==> config.mk <==
export PLATFORM = sky130hd
export DESIGN_NAME = wb_uart_host
export DESIGN_NICKNAME = d
export VERILOG_FILES = /design/src/rtl/wb_uart_host.sv
export SDC_FILE = /design/constraint.sdc
export NUM_CORES = 1
export LEC_CHECK = 0
export ABC_CLOCK_PERIOD_IN_PS = 3600
export CORE_UTILIZATION = 40
export CTS_BUF_LIST = sky130_fd_sc_hd__clkbuf_8
export DETAILED_ROUTE_END_ITERATION = 10
export PLACE_DENSITY = 0.77
export SLEW_MARGIN = 20
export SYNTH_ARGS = -nofsm -noshare
export SYNTH_HDL_FRONTEND = slang
export SYNTH_SLANG_ARGS = --single-unit
==> constraint.sdc <==
create_clock -name i_clk -period 3.6 [get_ports i_clk]
set_input_delay 1.08 -clock i_clk [delete_from_list [all_inputs] [get_ports i_clk]]
set_output_delay 1.08 -clock i_clk [all_outputs]
set_load 0.1 [all_outputs]
==> src/rtl/wb_uart_host.sv <==
// Wishbone initiator for the UART register map: polls RX fill, drains RX data into a
// valid/ready byte stream and pushes a client byte stream into TX, paced by TX-fill credit.
module wb_uart_host #(
  parameter int DATA_BITS     = 8,
  parameter int TX_LIMIT      = 7,
  parameter int POLL_INTERVAL = 64,
  parameter int ACK_TIMEOUT   = 16
) (
  input  logic                 i_clk,
  input  logic                 i_rst_n,
  output logic [31:0]          wb_addr_out,
  output logic [31:0]          wb_data_out,
  input  logic [31:0]          wb_data_in,
  output logic                 wb_write_enable_out,
  output logic                 wb_strobe_out,
  input  logic                 wb_acknowledge_in,
  input  logic                 i_tx_valid,
  input  logic [DATA_BITS-1:0] i_tx_data,
  output logic                 o_tx_ready,
  output logic                 o_rx_valid,
  output logic [DATA_BITS-1:0] o_rx_data,
  input  logic                 i_rx_ready,
  output logic                 o_bus_error
);

  localparam int CW = $clog2(TX_LIMIT + 1);
  localparam int TW = $clog2(POLL_INTERVAL);
  localparam int AW = $clog2(ACK_TIMEOUT + 1);

  localparam logic [31:0]   ADDR_RX_FILL = 32'h0000_0001;
  localparam logic [31:0]   ADDR_TX_FILL = 32'h0000_0002;
  localparam logic [31:0]   ADDR_RX_DATA = 32'h0000_0011;
  localparam logic [31:0]   ADDR_TX_DATA = 32'h0000_0012;
  localparam logic [TW-1:0] TIMER_RELOAD = TW'(POLL_INTERVAL - 1);
  localparam logic [AW-1:0] WAIT_LAST    = AW'(ACK_TIMEOUT - 1);
  localparam logic [31:0]   TX_LIMIT_W   = 32'(TX_LIMIT);

  typedef enum logic [1:0] {ST_IDLE, ST_STROBE, ST_WAIT} state_t;
  typedef enum logic [1:0] {OP_POLL_RX, OP_POLL_TX, OP_READ_RX, OP_WRITE_TX} op_t;

  state_t          state, next_state;
  op_t             op, next_op;
  logic            issue, accept, ack_done, timeout;
  logic [CW-1:0]   credit;
  logic [7:0]      rx_count;
  logic [TW-1:0]   timer;
  logic [AW-1:0]   wait_cnt;

  always_ff @(posedge i_clk or negedge i_rst_n) begin
    if (!i_rst_n) begin
      state <= ST_IDLE;
      op    <= OP_POLL_RX;
    end else begin
      state <= next_state;
      op    <= next_op;
    end
  end

  // One decision per IDLE cycle, in fixed priority; ack is only honoured in WAIT.
  always_comb begin
    next_state = state;
    next_op    = op;
    issue      = 1'b0;
    accept     = 1'b0;
    ack_done   = 1'b0;
    timeout    = 1'b0;
    case (state)
      ST_IDLE: begin
        if (rx_count != 8'd0 && !o_rx_valid) begin
          issue   = 1'b1;
          next_op = OP_READ_RX;
        end else if (i_tx_valid && credit != '0) begin
          issue   = 1'b1;
          accept  = 1'b1;
          next_op = OP_WRITE_TX;
        end else if (i_tx_valid && timer == '0) begin
          issue   = 1'b1;
          next_op = OP_POLL_TX;
        end else if (rx_count == 8'd0 && timer == '0) begin
          issue   = 1'b1;
          next_op = OP_POLL_RX;
        end
        if (issue) next_state = ST_STROBE;
      end
      ST_STROBE: next_state = ST_WAIT;
      ST_WAIT: begin
        if (wb_acknowledge_in) begin
          ack_done   = 1'b1;
          next_state = ST_IDLE;
        end else if (wait_cnt == WAIT_LAST) begin
          timeout    = 1'b1;
          next_state = ST_IDLE;
        end
      end
      default: next_state = ST_IDLE;
    endcase
  end

  assign o_tx_ready    = accept;
  assign wb_strobe_out = (state == ST_STROBE);

  always_ff @(posedge i_clk or negedge i_rst_n) begin
    if (!i_rst_n) begin
      wb_addr_out         <= '0;
      wb_data_out         <= '0;
      wb_write_enable_out <= 1'b0;
    end else if (issue) begin
      wb_write_enable_out <= 1'b0;
      wb_data_out         <= '0;
      case (next_op)
        OP_READ_RX: wb_addr_out <= ADDR_RX_DATA;
        OP_POLL_TX: wb_addr_out <= ADDR_TX_FILL;
        OP_WRITE_TX: begin
          wb_addr_out         <= ADDR_TX_DATA;
          wb_write_enable_out <= 1'b1;
          wb_data_out         <= {{(32-DATA_BITS){1'b0}}, i_tx_data};
        end
        default: wb_addr_out <= ADDR_RX_FILL;
      endcase
    end
  end

  // Poll timer reloads as a poll goes out on the bus, so polls are POLL_INTERVAL+1 apart.
  always_ff @(posedge i_clk or negedge i_rst_n) begin
    if (!i_rst_n) begin
      timer    <= '0;
      wait_cnt <= '0;
    end else begin
      if (state == ST_STROBE && (op == OP_POLL_RX || op == OP_POLL_TX))
        timer <= TIMER_RELOAD;
      else if (timer != '0)
        timer <= timer - TW'(1);
      if (state == ST_WAIT)
        wait_cnt <= wait_cnt + AW'(1);
      else
        wait_cnt <= '0;
    end
  end

  always_ff @(posedge i_clk or negedge i_rst_n) begin
    if (!i_rst_n) begin
      credit      <= '0;
      rx_count    <= '0;
      o_bus_error <= 1'b0;
    end else begin
      o_bus_error <= timeout;
      if (accept)
        credit <= credit - CW'(1);
      else if (ack_done && op == OP_POLL_TX)
        credit <= (wb_data_in >= TX_LIMIT_W) ? '0 : CW'(TX_LIMIT_W - wb_data_in);
      if (ack_done && op == OP_POLL_RX)
        rx_count <= wb_data_in[7:0];
      else if (ack_done && op == OP_READ_RX && rx_count != 8'd0)
        rx_count <= rx_count - 8'd1;
      else if (timeout && op == OP_READ_RX)
        rx_count <= 8'd0;
    end
  end

  // A lost RX read leaves the slot empty; the next poll re-learns the fill level.
  always_ff @(posedge i_clk or negedge i_rst_n) begin
    if (!i_rst_n) begin
      o_rx_valid <= 1'b0;
      o_rx_data  <= '0;
    end else if (ack_done && op == OP_READ_RX) begin
      o_rx_valid <= 1'b1;
      o_rx_data  <= wb_data_in[DATA_BITS-1:0];
    end else if (o_rx_valid && i_rx_ready) begin
      o_rx_valid <= 1'b0;
    end
  end

endmodule
==> results of run 1 <==
==> cell type report <==
type	instances	area share [%]
clock buffer	5	2.064
clock inverter	3	0.7129
inverter	18	2.026
multi-input combinational	205	36.70
sequential	48	36.02
tap	77	2.889
timing repair buffer	71	19.59
==> per-layer routing <==
layer  global-route usage [%]  vias up
met1                    20.31      986
met5                        0        -
met4                    3.698        0
met2                    26.76       79
li1                         -     1006
met3                    4.031        6
==> logic make-up (layout without fill, tap and decap cells) <==
family	after synthesis	count (layout)
AO/OA/AOI/OAI	51	51
AND/OR/NAND/NOR	85	85
flip-flops	48	48
multiplexers	5	5
buffers and inverters	76	97
XOR/XNOR	4	4
other	1	53
adder cells (fa/ha/maj)	7	7
==> per-stage QoR <==
step | setup slack, ns | hold slack [ns] | total power [µW]
6_report | 0.2856 | 0.4793 | 2560
5_1_grt | 0.1928 | 0.5062 | 2713
4_1_cts | 0.2671 | 0.4839 | 2576
3_3_place_gp | 0.2948 | 0.4469 | 2213
3_5_place_dp | 0.2660 | 0.4702 | 2250
2_1_floorplan | 0.5314 | 0.4329 | 2015
==> placed cells by master, fill, tap and decap left out, drive strengths merged, types with 3 or more instances in the layout <==
cell type / n
a21oi: 6
a221o: 6
a22o: 9
buf: 28
clkbuf: 5
clkdlybuf4s50: 43
conb: 53
dfrtp: 48
ha: 7
inv: 18
mux2: 5
nand2: 21
nand2b: 4
nand3: 5
nor2: 17
nor3: 7
nor3b: 4
nor4: 8
o211ai: 3
o21ai: 13
o31ai: 3
or3: 3
xnor2: 3
==> report_power, final <==
group          internal, µW  total, µW  leakage [µW]  switching (µW)
logic                   376       1430      0.000925            1060
registers               688        801      0.000618             113
clock network           138        325     0.0000404             188
total                  1200       2560       0.00158            1360
==> sequential cells by signal, summed over array words and instances, names as in the netlist, 2 cells and up <==
signal and cells:
credit 3, wb_data_out 8, op 2, state 2, o_rx_data 8, wb_addr_out 3
rx_count 8, timer 6, wait_cnt 5
==> path summary, 6_finish.rpt <==
| kind | start | end | depth (start not counted) |
|---|---|---|---|
| worst max-delay path | i_tx_valid | o_tx_ready | 4 |
| worst min register to register | wait_cnt[0] | wait_cnt[0] | 1 |
| worst min-delay path | wait_cnt[0] | wait_cnt[0] | 1 |
| max in group asynchronous | i_rst_n | wb_data_out[2] | 1 |
| min in group asynchronous | i_rst_n | op[1] | 1 |
| worst max register to register | rx_count[0] | credit[0] | 8 |
==> synthesized netlist by cell type (3+ instances only) <==
cell / number
ha_1: 7
a221o_1: 6
inv_1: 18
dfrtp_1: 48
nor3b_1: 4
nor3_1: 6
a21oi_1: 6
o21ai_0: 11
or3_1: 3
a22o_1: 9
xnor2_1: 3
nand3_1: 5
o211ai_1: 3
nor2_1: 17
nand2b_1: 4
nor4_1: 7
nand2_1: 21
buf_4: 54
mux2_2: 5
==> worst register-to-register path: cells and delay by family (launching register included) <==
| family | cells | cell delay, ns |
|---|---|---|
| simple gates | 3 | 0.83 |
| fa+ha+maj | 1 | 0.16 |
| flops | 1 | 0.42 |
| buf+inv | 2 | 0.33 |
| compound gates | 2 | 0.54 |
==> results.toml, run 1 <==
[sta]
min_period_ns = 3.314
rsz0062_at_grt = "false"
fin_tns_setup_ns = 0
tightest_slew_ns = 0.5931
maxSlewHeadroom_pct = 60.46
finalSetupViolCount = 0
fin_worst_skew_ns = 0.007510
min_period_over_period_pct = 92.07
hold_viol_final = 0
max_clock_freq_mhz = 301.7
drv_slew = 0

[logic_synthesis]
synth_edf_count = 0
synth_top_area_share_pct = 43.96
synth_top_cells_by_area = "dfrtp_1 (44%), buf_4 (15%), ha_1 (3.2%)"
ys_ff_latch = 48
synth-seq-area-share_pct = 43.96
synth-main-ff-cell = "dfrtp_1"
synthMuxAreaShare_pct = 2.060
synth_top_area_cell = "dfrtp_1"
async_flop_share_pct = 100.0
synth_cell_types = 49
syn_area_mm2 = 0.002733
avgSynthCellArea_um2 = 9.865
synth_compound_area_share_pct = 14.10
yosysWarnings = 0
synthAdderAreaFrac_pct = 3.205
synth_xor_area_share_pct = 1.282
synth_top_family_by_area = "buffers and inverters"
synthSimpleGateAreaFrac_pct = 16.85
netlist_instances = 277

[critical_path]
endpoint_kind = "output pin"
worst_ep_required_time_ns = 2.52
path_delay_family = "buffers and inverters"
slowest_stage = "clkdlybuf4s50_1"
worstPathMaxFanout = 5
path_cells = "clkdlybuf4s50_1, nand2_1, nor3_4, buf_12"
crit_arrival_ns = 2.23
cp-start-kind = "input port"
critical_path_class = "input port to output pin"
worst_path_largest_cell_delay_ns = 0.54
crit_buf_inv = 2
r2r_slack_ns = 1.21

[global_routing]
grt_max_degree = 49
grt_pass1_wl_um = 9004
track_usage_pct = 15.78
antenna_found_initial = 0
grt_overflow = 0
grt_pass1_vias = 1973

[floorplanning]
die_w_um = 84.66
die_h_um = 84.66
start_util_pct = 42.31
core-area_mm2 = 0.006459
num_rows = 29
die_area_mm2 = 0.007166
io_pins = 122

[power_and_ir_drop]
peakVddDrop_mv = 0.3966
leakagePower_uw = 0.001582
cellPowerDensity_mw_per_mm2 = 767.6

[routing]
first_pass_iters = 9
top_layer = "met4"
drc_errors = 4
vias = 2077
wl_met1_um = 2408
wl_per_cell_um = 12.72
wirelength_um = 5433
via_per_inst = 4.864
wl_met2_um = 2632
drt-initial-drc-count = 113
antenna_left = 0
met3_length_um = 336

[layout]
regArea_mm2 = 0.001201
final_area_mm2 = 0.003334
fin_util_pct = 51.63
drive_above_1_share_pct = 14.57
area_growth_pct = 22.02
fin_nets = 401
fillers = 595
multiInputGateArea_mm2 = 0.001224
antenna_cells = 0
fin_cells = 427

[clocking]
cts_inserted_buffers = 5
cts_tree = "built"
clk_latency_ns = 0.30
post-cts-setup-buffers = 0
cts_sinks = 48
htree_levels = 2
post_cts_resized = 0
path_clk_slew_ns = 0.10
clockRootBuffer = "clkbuf_8"
clockBufferDepth = 2
cts_hold_buf = 0

[status]
status = "finished, violations left"
violations = "DRC"

[placed_design]
gp_congestion = 0.7519
dp.cells = 419
numPortBuffers = 68
hpwl_um = 4160
post_dp_cell_area_mm2 = 0.003239

[run]
cap_violations = 0

[hold_path]
hold_path.class = "flop to flop"
Power figures use the tool's default switching activity.
==> run 2, diff against run 1 <==
--- a/config.mk
+++ b/config.mk
@@ -11,2 +11,3 @@
 export DETAILED_ROUTE_END_ITERATION = 10
+export GPL_ROUTABILITY_DRIVEN = 1
 export PLACE_DENSITY = 0.77
--- a/constraint.sdc
+++ b/constraint.sdc
@@ -3,2 +3,2 @@
 set_output_delay 1.08 -clock i_clk [all_outputs]
-set_load 0.1 [all_outputs]
+set_load 0.01 [all_outputs]
==> results.toml, run 2 (synthesis gave the netlist of run 1 again) <==
[critical_path]
endpoint_kind = "output pin"
slowest_stage = "clkdlybuf4s50_1"
worst_ep_required_time_ns = 2.52
rr_endpoint = "credit[0]"
path_cells = "clkdlybuf4s50_1, nand2_1, nor3_4, dlymetal6s2s_1"
critical_path_class = "input port to output pin"
path_delay_family = "buffers and inverters"
worstRegToRegCells = 8
crit_arrival_ns = 2.08
worstPathMaxFanout = 2
cp-start-kind = "input port"
r2r_slack_ns = 1.42
timing.rr.start = "rx_count[0]"
worst_path_largest_cell_delay_ns = 0.49
crit_buf_inv = 2

[routing]
first_pass_iters = 10
drc_errors = 3
wirelength_um = 5476
antenna_left = 0
via_per_inst = 4.909
vias = 2101
drt-initial-drc-count = 100
wl_per_cell_um = 12.79

[floorplanning]
die_h_um = 84.66
die_w_um = 84.66
io_pins = 122
die_area_mm2 = 0.007166
start_util_pct = 42.31
num_rows = 29
core-area_mm2 = 0.006459

[clocking]
htree_levels = 2
clk_latency_ns = 0.30
clockBufferDepth = 2
clockRootBuffer = "clkbuf_8"
cts_hold_buf = 0
cts_inserted_buffers = 5
path_clk_slew_ns = 0.09
cts_tree = "built"
post-cts-setup-buffers = 0
cts_sinks = 48
post_cts_resized = 0

[global_routing]
grt_pass1_vias = 2032
grt_overflow = 0
antenna_found_initial = 0
grt_max_degree = 49
grt_pass1_wl_um = 9439
track_usage_pct = 16.48

[sta]
hold_viol_final = 0
max_clock_freq_mhz = 316.3
maxSlewHeadroom_pct = 60.88
min_period_over_period_pct = 87.83
drv_slew = 0
fin_worst_skew_ns = 0.005599
tightest_slew_ns = 0.5868
rsz0062_at_grt = "false"
finalSetupViolCount = 0
fin_tns_setup_ns = 0
min_period_ns = 3.162

[run]
cap_violations = 0

[hold_path]
whs_endpoint = "wait_cnt[0]"
hold_path.class = "flop to flop"
min_from = "wait_cnt[0]"
holdPathStages = 1

[layout]
fillers = 615
layout_commonest_cell = "clkdlybuf4s50_1"
top_regs = "o_rx_data: 8 flops, rx_count: 8 flops, wb_data_out: 8 flops"
antenna_cells = 0
drive_above_1_share_pct = 7.977
mostFrequentLayoutCells = "clkdlybuf4s50_1 (66), conb_1 (53), dfrtp_1 (48)"
fin_nets = 402
area_growth_pct = 24.91

[power_and_ir_drop]
power_uw = 2020
power_switching_uw = 721.9
clkPwrFrac_pct = 19.5
seqPwrFrac_pct = 39.8
peakVddDrop_mv = 0.2750
swShare_pct = 35.73
pwr-share-comb_pct = 40.8
p_int_uw = 1298
cellPowerDensity_mw_per_mm2 = 591.8
leakagePower_uw = 0.001581

[placed_design]
gp_congestion = 0.7933
hpwl_um = 4164
numPortBuffers = 68

[status]
status = "finished, violations left"
violations = "DRC"
-- run 2: power groups by stage --
stage | combinational (µW) | clock, µW | sequential, µW
2_1_floorplan | 575 | 0 | 815
3_3_place_gp | 804 | 0 | 803
3_5_place_dp | 830 | 0 | 814
4_1_cts | 834 | 401 | 803
5_1_grt | 933 | 433 | 826
6_report | 824 | 393 | 803
-- run 2: worst max path at each step --
stage / to / slack, ns / start / cells after the start
after CTS: o_tx_ready / 0.003 / rx_count[0] / 6
final: o_tx_ready / 0.44 / i_tx_valid / 4
after floorplan: o_tx_ready / 0.70 / rx_count[0] / 7
after detailed placement: o_tx_ready / 0.05 / i_tx_valid / 4
after global placement: o_tx_ready / 0.04 / i_tx_valid / 4
after global routing: o_tx_ready / 0.36 / i_tx_valid / 4
-- run 2: area by class of cell --
cell class | count | area (µm²) | area share [%]
clock buffers | 5 | 68.82 | 2.016
clock inverters | 3 | 42.54 | 1.246
inverters | 18 | 67.56 | 1.979
multi-input cells | 205 | 1226 | 35.92
flip-flops and latches | 48 | 1201 | 35.19
well taps | 77 | 96.34 | 2.823
repair buffers | 72 | 710.7 | 20.82
-- run 2: metrics by stage --
step | instance area [µm²] | std cells | utilization (%) | worst slack [ns] | hold WS, ns
floorplan | 2928 | 329 | - | 0.6995 | 0.4329
global placement | 3294 | 420 | 51.01 | 0.04313 | 0.4472
detailed placement | 3294 | 420 | 51.01 | 0.04588 | 0.4613
CTS | 3406 | 428 | 52.73 | 0.002975 | 0.4739
global route | 3413 | 428 | 52.85 | 0.3645 | 0.4983
finish | 3413 | 428 | 52.85 | 0.4381 | 0.4681
-- run 2: layer usage --
metal / wire length (µm) / vias up / track usage (%)
li1: - / 1010 / -
met1: 2380 / 1005 / 21.44
met2: 2724 / 84 / 28.53
met3: 352 / 2 / 3.736
met4: 19 / 0 / 2.773
met5: 0 / - / 0
